===== config.mk =====
export PLATFORM = sky130hd
export DESIGN_NAME = mul_issue_queue
export DESIGN_NICKNAME = d
export VERILOG_FILES = /design/src/rtl/muldiv_pkg.sv /design/src/rtl/mul_op_fifo.sv /design/src/rtl/mul_issue_queue.sv
export SDC_FILE = /design/constraint.sdc
export NUM_CORES = 1
export LEC_CHECK = 0
export ABC_AREA = 1
export BUFFER_PORTS_ARGS = -buffer_cell sky130_fd_sc_hd__buf_2
export CORE_MARGIN = 4
export CORE_UTILIZATION = 41
export CTS_CLUSTER_DIAMETER = 100
export CTS_CLUSTER_SIZE = 14
export DETAILED_ROUTE_END_ITERATION = 8
export PLACE_DENSITY = 0.64
export RECOVER_POWER = 50
export SLEW_MARGIN = 20
export SYNTH_ARGS = -nofsm -noshare
export SYNTH_HDL_FRONTEND = slang
export SYNTH_SLANG_ARGS = --single-unit
export TNS_END_PERCENT = 50

===== constraint.sdc =====
create_clock -name clk_i -period 11.9 [get_ports clk_i]
set_input_delay 0 -clock clk_i [delete_from_list [all_inputs] [get_ports clk_i]]
set_output_delay 0 -clock clk_i [all_outputs]
set_load 0.02 [all_outputs]

===== src/rtl/muldiv_pkg.sv =====
// Shared types for the multiply issue path.
//   mul_op_t    : multiply opcode as carried from dispatch to the multiplier
//   mul_entry_t : one queued micro-op (operands, opcode, ROB tag) at the
//                 default tag width; blocks with a different TAG_W rebuild
//                 the same layout locally
//   iq_state_t  : issue-queue sequencer state
package muldiv_pkg;

  localparam int XLEN      = 32;
  localparam int DEF_TAG_W = 6;

  typedef enum logic [1:0] {
    MUL    = 2'b00,
    MULH   = 2'b01,
    MULHSU = 2'b10,
    MULHU  = 2'b11
  } mul_op_t;

  typedef struct packed {
    logic [XLEN-1:0]      a;
    logic [XLEN-1:0]      b;
    mul_op_t              op;
    logic [DEF_TAG_W-1:0] tag;
  } mul_entry_t;

  typedef enum logic {
    IDLE = 1'b0,
    WAIT = 1'b1
  } iq_state_t;

endpackage


===== src/rtl/mul_op_fifo.sv =====
// In-order synchronous FIFO of multiply micro-ops.
//   clk_i, rst_i : clock, synchronous active-high reset
//   push, wdata  : write wdata at the tail (caller guarantees not full)
//   pop          : advance the head (caller guarantees not empty)
//   flush        : empty the FIFO; overrides push and pop
//   head         : entry at the head, valid whenever count != 0
//   count        : number of stored entries, 0..DEPTH
module mul_op_fifo
  import muldiv_pkg::*;
#(
  parameter int  DEPTH   = 4,
  parameter type entry_t = mul_entry_t,
  localparam int AW      = $clog2(DEPTH),
  localparam int CW      = $clog2(DEPTH + 1)
) (
  input  logic          clk_i,
  input  logic          rst_i,
  input  logic          push,
  input  entry_t        wdata,
  input  logic          pop,
  input  logic          flush,
  output entry_t        head,
  output logic [CW-1:0] count
);

  entry_t        mem [DEPTH];
  logic [AW-1:0] wr_ptr;
  logic [AW-1:0] rd_ptr;

  // DEPTH is a power of two, so the pointers wrap by natural overflow.
  always_ff @(posedge clk_i) begin
    if (rst_i || flush) begin
      wr_ptr <= '0;
      rd_ptr <= '0;
      count  <= '0;
    end else begin
      if (push) wr_ptr <= wr_ptr + 1'b1;
      if (pop)  rd_ptr <= rd_ptr + 1'b1;
      case ({push, pop})
        2'b10:   count <= count + 1'b1;
        2'b01:   count <= count - 1'b1;
        default: ;
      endcase
    end
  end

  // Storage is not reset; slots are only read after being written.
  always_ff @(posedge clk_i) begin
    if (push && !flush && !rst_i) mem[wr_ptr] <= wdata;
  end

  assign head = mem[rd_ptr];

endmodule


===== src/rtl/mul_issue_queue.sv =====
// Issue queue in front of the integer multiplier.
// Buffers multiply micro-ops from dispatch, issues them one at a time to a
// multiplier that allows a single op in flight, and pairs each returned
// result with the saved ROB tag to form a writeback. A flush empties the
// queue and marks any in-flight op as killed; since the multiplier cannot be
// cancelled, the sequencer still waits for that result and then drops it.
//   clk_i, rst_i          : clock, synchronous active-high reset
//   enq_*                 : dispatch handshake and op fields
//   flush_i               : kill all queued and in-flight ops
//   mul_valid_o, mul_*_o  : one-cycle issue pulse and registered operands
//   mul_vld_i, mul_result_i : result pulse from the multiplier
//   wb_valid_o, wb_tag_o, wb_data_o : one-cycle writeback
//   busy_o                : queue non-empty or op in flight
module mul_issue_queue
  import muldiv_pkg::*;
#(
  parameter int DEPTH = 4,
  parameter int TAG_W = 6
) (
  input  logic             clk_i,
  input  logic             rst_i,
  input  logic             enq_valid_i,
  output logic             enq_ready_o,
  input  logic [XLEN-1:0]  enq_a_i,
  input  logic [XLEN-1:0]  enq_b_i,
  input  logic [1:0]       enq_op_i,
  input  logic [TAG_W-1:0] enq_tag_i,
  input  logic             flush_i,
  output logic             mul_valid_o,
  output logic [XLEN-1:0]  mul_a_o,
  output logic [XLEN-1:0]  mul_b_o,
  output logic [1:0]       mul_op_o,
  input  logic             mul_vld_i,
  input  logic [XLEN-1:0]  mul_result_i,
  output logic             wb_valid_o,
  output logic [TAG_W-1:0] wb_tag_o,
  output logic [XLEN-1:0]  wb_data_o,
  output logic             busy_o
);

  localparam int            CW   = $clog2(DEPTH + 1);
  localparam logic [CW-1:0] FULL = CW'(DEPTH);

  // Same layout as mul_entry_t, with the tag sized by this instance.
  typedef struct packed {
    logic [XLEN-1:0]  a;
    logic [XLEN-1:0]  b;
    mul_op_t          op;
    logic [TAG_W-1:0] tag;
  } iq_entry_t;

  iq_state_t        state;
  logic             kill;
  logic [TAG_W-1:0] inflight_tag;
  iq_entry_t        enq_ent;
  iq_entry_t        head;
  logic [CW-1:0]    count;
  logic             push;
  logic             pop;

  // No bypass when full: a pop in the same cycle does not open a slot.
  assign enq_ready_o = (count != FULL) && !flush_i;
  assign push        = enq_valid_i && enq_ready_o;
  assign pop         = (state == IDLE) && (count != '0) && !flush_i;
  assign busy_o      = (count != '0) || (state == WAIT);

  assign enq_ent = '{a: enq_a_i, b: enq_b_i, op: mul_op_t'(enq_op_i), tag: enq_tag_i};

  mul_op_fifo #(
    .DEPTH   (DEPTH),
    .entry_t (iq_entry_t)
  ) u_fifo (
    .clk_i (clk_i),
    .rst_i (rst_i),
    .push  (push),
    .wdata (enq_ent),
    .pop   (pop),
    .flush (flush_i),
    .head  (head),
    .count (count)
  );

  always_ff @(posedge clk_i) begin
    if (rst_i) begin
      state        <= IDLE;
      kill         <= 1'b0;
      inflight_tag <= '0;
      mul_valid_o  <= 1'b0;
      mul_a_o      <= '0;
      mul_b_o      <= '0;
      mul_op_o     <= '0;
      wb_valid_o   <= 1'b0;
      wb_tag_o     <= '0;
      wb_data_o    <= '0;
    end else begin
      mul_valid_o <= 1'b0;
      wb_valid_o  <= 1'b0;
      case (state)
        IDLE: begin
          if (pop) begin
            mul_valid_o  <= 1'b1;
            mul_a_o      <= head.a;
            mul_b_o      <= head.b;
            mul_op_o     <= head.op;
            inflight_tag <= head.tag;
            state        <= WAIT;
          end
        end
        WAIT: begin
          if (mul_vld_i) begin
            // A flush arriving with the result kills it just like an
            // earlier flush would have.
            if (!kill && !flush_i) begin
              wb_valid_o <= 1'b1;
              wb_tag_o   <= inflight_tag;
              wb_data_o  <= mul_result_i;
            end
            kill  <= 1'b0;
            state <= IDLE;
          end else if (flush_i) begin
            kill <= 1'b1;
          end
        end
        default: state <= IDLE;
      endcase
    end
  end

  // A result with nothing outstanding means the multiplier and this queue
  // disagree about what is in flight.
  a_no_stray_result: assert property (@(posedge clk_i) disable iff (rst_i)
    !(mul_vld_i && state == IDLE));

  a_issue_one_cycle: assert property (@(posedge clk_i) disable iff (rst_i)
    mul_valid_o |=> !mul_valid_o);

endmodule


Word level (Yosys, flattened, before mapping):

Memories as Yosys holds them, arrays and structs flattened. A register that Yosys moved wholly into a read port is not among the register bits.
Cells that the tools add are included.

* bits in registers: 49
* RAM bits: 288
* output and inout bits: 108
* memories kept: 1

* add/sub/neg operators: 4
* equality and inequality tests: 3
* multiplexer cells: 9
* bitwise operators: 2
* reductions and logical operators: 20

Memories
* u_fifo.mem: words 4, width 72, rd ports 1, clocked after Yosys merged registers in 1, wr ports 1, RTL line mul_op_fifo.sv:26 `entry_t mem [DEPTH];`

Operators by type and width (number)
* $logic_and 1x1->1: 7
* $mux 1: 7
* $pmux 3 s2: 1
* $add 2x1->2 const B: 2
* $reduce_and 2->1: 2
* $reduce_bool 2->1: 2
* $add 3x1->3 const B: 1
* $logic_not 1->1: 3
* $ne 3x3->1 const B: 1
* $reduce_and 3->1: 1
* $reduce_bool 3->1: 1
* $reduce_or 3->1: 1
* $sub 3x1->3 const B: 1
* $eq 2x1->1 const B: 1
* $eq 2x2->1 const B: 1
* $logic_or 1x1->1: 2
* $not 1->1: 2
* $pmux 1 s2: 1
* $reduce_or 2->1: 1

Depth between registers and ports, before layout:

* word-level depth: 7
* gate-level depth with buffers: 15
* depth with buffers taken out: 13

Cells and area by module:

From an unflattened synthesis, not the netlist that was laid out.

* cells, all modules: 1414
* area total of the unflattened synthesis: 16234.3 sq um

By module, submodules not included
* mul_op_fifo: instances 1, cells an instance 753, area each 11532.3 sq um, seq. area each 8828.5 sq um
* mul_issue_queue: instances 1, cells an instance 661, area each 4702.0 sq um, seq. area each 2282.2 sq um

Least setup slack after synthesis:

Ideal clock, no wire load.

* path kind: register to register
* start point: register u_fifo.count[1]
* end point: memory u_fifo.mem[0][0] (netlist bit) (enable)
* arrival: 4049 ps
* data required time: 11397 ps
* path slack: 7348 ps
* stages on the path, launching flop included: 5
* path buffers: 0
* period minus slack after synthesis: 4552 ps
* path through: dfxtp_1 nor2_2 a21oi_1 nand3_1 nor2_1

* cells in the longest elaborated chain, start to end: 7

Ends and longest elaborated chain
* from (decl): RTL line mul_op_fifo.sv:23 `output logic [CW-1:0] count`
* from (signal assigned): RTL line mul_op_fifo.sv:40 `2'b10: count <= count + 1'b1;`
* from (signal assigned): RTL line mul_op_fifo.sv:41 `2'b01: count <= count - 1'b1;`
* $ne 3x3->1: RTL line mul_issue_queue.sv:62 `assign enq_ready_o = (count != FULL) && !flush_i;`
* $logic_and 1x1->1: RTL line mul_issue_queue.sv:62
* named net enq_ready_o: RTL line mul_issue_queue.sv:23 `output logic enq_ready_o,`
* $logic_and 1x1->1: RTL line mul_issue_queue.sv:63 `assign push = enq_valid_i && enq_ready_o;`
* $logic_and 1x1->1 (2 in series): RTL line mul_op_fifo.sv:49 `if (push && !flush && !rst_i) mem[wr_ptr] <= wdata;`
* $mux 1: RTL line mul_op_fifo.sv:49
* $mux 1 (implied by the code): RTL line mul_op_fifo.sv:49
* to (decl): RTL line mul_op_fifo.sv:26

The timed path passes the listed nets, and every way through them passes these cells.

Worst setup path after layout:

* start point: register u_fifo.count[1]
* end point: register u_fifo.count[1]

* cells in the longest elaborated chain, start to end: 5

Ends and longest elaborated chain
* $reduce_bool 3->1 *: RTL line mul_issue_queue.sv:64 `assign pop = (state == IDLE) && (count != '0) && !flush_i;`
* $logic_and 1x1->1 * (2 in series): RTL line mul_issue_queue.sv:64
* named net pop: RTL line mul_issue_queue.sv:59 `logic pop;`
* $eq 2x1->1 or $eq 2x2->1 (tied branches): RTL line mul_op_fifo.sv:39 `case ({push, pop})`
* $pmux 3 s2 or $reduce_bool 2->1 (tied branches)

The timed path passes the listed nets; every way through them passes the cells marked *.
A chain may end at the register's enable or synchronous reset.

==> flow_summary.json <==
{
  "outcome": "complete, but fails checks",
  "violations": "max-capacitance violations, max-slew violations",
  "hold_path_end": "wb_valid_o",
  "p_int_w": 0.002202,
  "synth_warnings": 0,
  "netlist_top_cells_area": "edfxtp_1, dfxtp_1, nand2_1, inv_1, nand3_1",
  "cts_made_buffers": 35,
  "worst-endpoint-required_ps": 12330,
  "r2r-end": "u_fifo.count[1]",
  "grt_max_degree": 100,
  "synth.avg_cell_area_um2": 9.209,
  "worstReg2RegStart": "u_fifo.count[1]",
  "rsz0062_at_grt": "no",
  "cp-startpoint": "u_fifo.count[1]",
  "post_cts_resized": 0,
  "gr-total-overflow": 0,
  "vias_per_cell": 4.546,
  "power_switching_w": 0.0006319,
  "pin_count": 217,
  "hold_depth": 2,
  "grt_antenna_before_repair": 2,
  "ys_ff_latch": 409,
  "dr.pass1.iters": 5,
  "synthTopCellsByCount": "nand2_1, inv_1, edfxtp_1",
  "h-tree-depth": 2,
  "p_per_area_nw_per_um2": 139.8,
  "sw_frac_of_total": 0.2230,
  "clock_skew_ps": 13.31,
  "first_global_vias": 11880,
  "layout-drive-gt1-share": 0.04552,
  "synth_area_leader_cell": "edfxtp_1",
  "drt_wl_total_um": 38950,
  "core_um2": 40830,
  "cap_violations": 1,
  "cp_slowest_cell": "nand2_1",
  "ys.flop_type": "edfxtp_1",
  "vias": 12220,
  "crit_fanout": 90,
  "rows": 74,
  "syn_nets": 1958,
  "period_share": 0.3599,
  "worstPathArrival_ps": 4710,
  "reg2reg_depth": 8,
  "report.final.slew_viol_count": 91,
  "worst_pin_slew_ps": 3290,
  "clk_pin_slew_ps": 60,
  "initial_core_util": 0.4156,
  "path_class": "reg2reg",
  "cellLeakagePower_nw": 8.861,
  "combPwrFrac": 0.072,
  "critPathLaunchType": "register",
  "nNetsFinal": 2243,
  "period_needed_ps": 4283,
  "synthArstFlopShare": 0,
  "finalHoldViolations": 0,
  "netlist_area_um2": 16970,
  "setup_slack_ps": 7617,
  "clock_sinks": 409,
  "die_y_um": 211.5,
  "syn_inst": 1843,
  "synth.most_common_cell": "nand2_1",
  "dp_slack_ps": 9025,
  "finalSetupTns_ps": 0,
  "fmax_ghz": 0.2335,
  "crit_path_cell_trace": "nor2_1 > nand2_1 > nand2_1 > inv_1 > ha_1 > inv_1 > fa_1 > a211oi_1",
  "hold_start": "rst_i",
  "area_growth_pct": 19.45,
  "cts_tree": "yes",
  "io_buffers": 216,
  "pwr-share-clk": 0.375,
  "grt_pass1_wl_um": 61600,
  "setup_violations": 0,
  "max_slew_margin": -1.198,
  "fp.dieW_um": 211.5,
  "yosysUniqueCellTypes": 22,
  "reg2reg_setup_slack_ps": 7620,
  "worst_setup_path_end_kind": "register",
  "grt_use_total": 0.1697,
  "drc": 0,
  "worst_path_largest_cell_delay_ps": 2340,
  "synth_edf_count": 288,
  "cts_root_buffer": "clkbuf_16",
  "dp_hpwl_um": 21760,
  "min_path_type": "in2reg",
  "yosysSeqAreaShare": 0.6523,
  "worstSkewPairLatency_ps": 520,
  "clockBufferDepth": 3,
  "sequentialPowerShare": 0.553,
  "drt_iter0_markers": 853,
  "peakVddDrop_v": 0.00008470,
  "synth_top_area_share": 0.5096,
  "postRouteAntennaNets": 0,
  "post_drt_wl_per_cell_um": 14.49,
  "die_area_um2": 44710,
  "gp_routability_congestion": 0.7396
}
[per-stage QoR]
| step | util | power [W] | hold slack (ps) | std cells | cell area (um^2) |
|---|---|---|---|---|---|
| final | 0.4965 | 0.002834 | 65.51 | 2687 | 20270 |
| after global routing | 0.4964 | 0.002960 | 91.55 | 2686 | 20270 |
| after CTS | 0.5023 | 0.002879 | 48.45 | 2685 | 20510 |
| after detailed placement | 0.4503 | 0.001779 | 216.7 | 2514 | 18390 |
| after global placement | 0.4500 | 0.001775 | 210.3 | 2514 | 18380 |
| after floorplan | - | 0.001710 | 84.23 | 1843 | 16970 |
[cells by family after synthesis]
family	count (synthesis)	synth area share
and+or+nand+nor	913	0.2168
buffers and inverters	470	0.1127
DFF	409	0.6523
AOI/OAI and AO/OA	45	0.01342
adders and majority gates	6	0.004866
[worst max path at each step]
stage	end	slack, ps	depth (start not counted)
global placement	u_fifo.mem[0][62]	9060	5
floorplan	u_fifo.mem[0][0]	7350	4
global route	u_fifo.count[1]	7070	8
finish	u_fifo.count[1]	7620	8
detailed placement	u_fifo.mem[1][67]	9020	5
CTS	u_fifo.mem[0][62]	9020	5
[what timing repair did]
action,in CTS,in global routing
buffers inserted,0,0
hold endpoints to repair,329,0
hold buffers,109,0
[power groups by stage]
stage	registers, W	clock network (W)	logic (W)
finish	0.00157	0.00106	0.000203
global route	0.00157	0.00116	0.000229
CTS	0.00157	0.00110	0.000212
detailed placement	0.00160	0	0.000181
global placement	0.00160	0	0.000177
floorplan	0.00162	0	0.0000935
[cell usage in the layout (no fill, tap or decap), drive strengths merged]
master and count:
nor3 1, fa 1, inv 383, dfxtp 121, buf 46, clkinv 3, o21ai 1, ha 5
a211oi 1, nand3 186, dlygate4sd3 109, clkbuf 239, nand4 2, a21oi 43, nand2 562, or2 1
edfxtp 288, nor2 161, diode 2
[worst max-delay path, delay by kind of cell (launching register included)]
kind / cells / cell delay (ps)
compound gates: 1 / 250
buf+inv: 2 / 250
flops: 1 / 330
simple gates: 3 / 2620
fa+ha+maj: 2 / 750
[state kept, by name (all words and copies together) (netlist names)]
register       flops
mul_a_o           32
wb_tag_o           6
mul_op_o           2
u_fifo.count       3
kill               1
wb_data_o         32
u_fifo.rd_ptr      2
u_fifo.wr_ptr      2
mul_b_o           32
wb_valid_o         1
state              1
mul_valid_o        1
inflight_tag       6
u_fifo.mem       288
[per-layer routing]
layer  up-vias  share of wire  GRT usage
li1       6218              -          -
met1      5661           0.44     0.2214
met2       285           0.49     0.2955
met3        50          0.052    0.03171
met4         2          0.017    0.03954
met5         -        0.00031          0
[area by class of cell]
class / count / area (um^2)
Antenna cell: 2 / 5.005
Clock buffer: 59 / 997.2
Clock inverter: 3 / 36.28
Fill cell: 3735 / 20560
Inverter: 383 / 1443
Multi-Input combinational cell: 964 / 4014
Sequential cell: 409 / 11080
Tap cell: 532 / 665.6
Timing Repair Buffer: 335 / 2033
(Power assumes the default switching activity.)
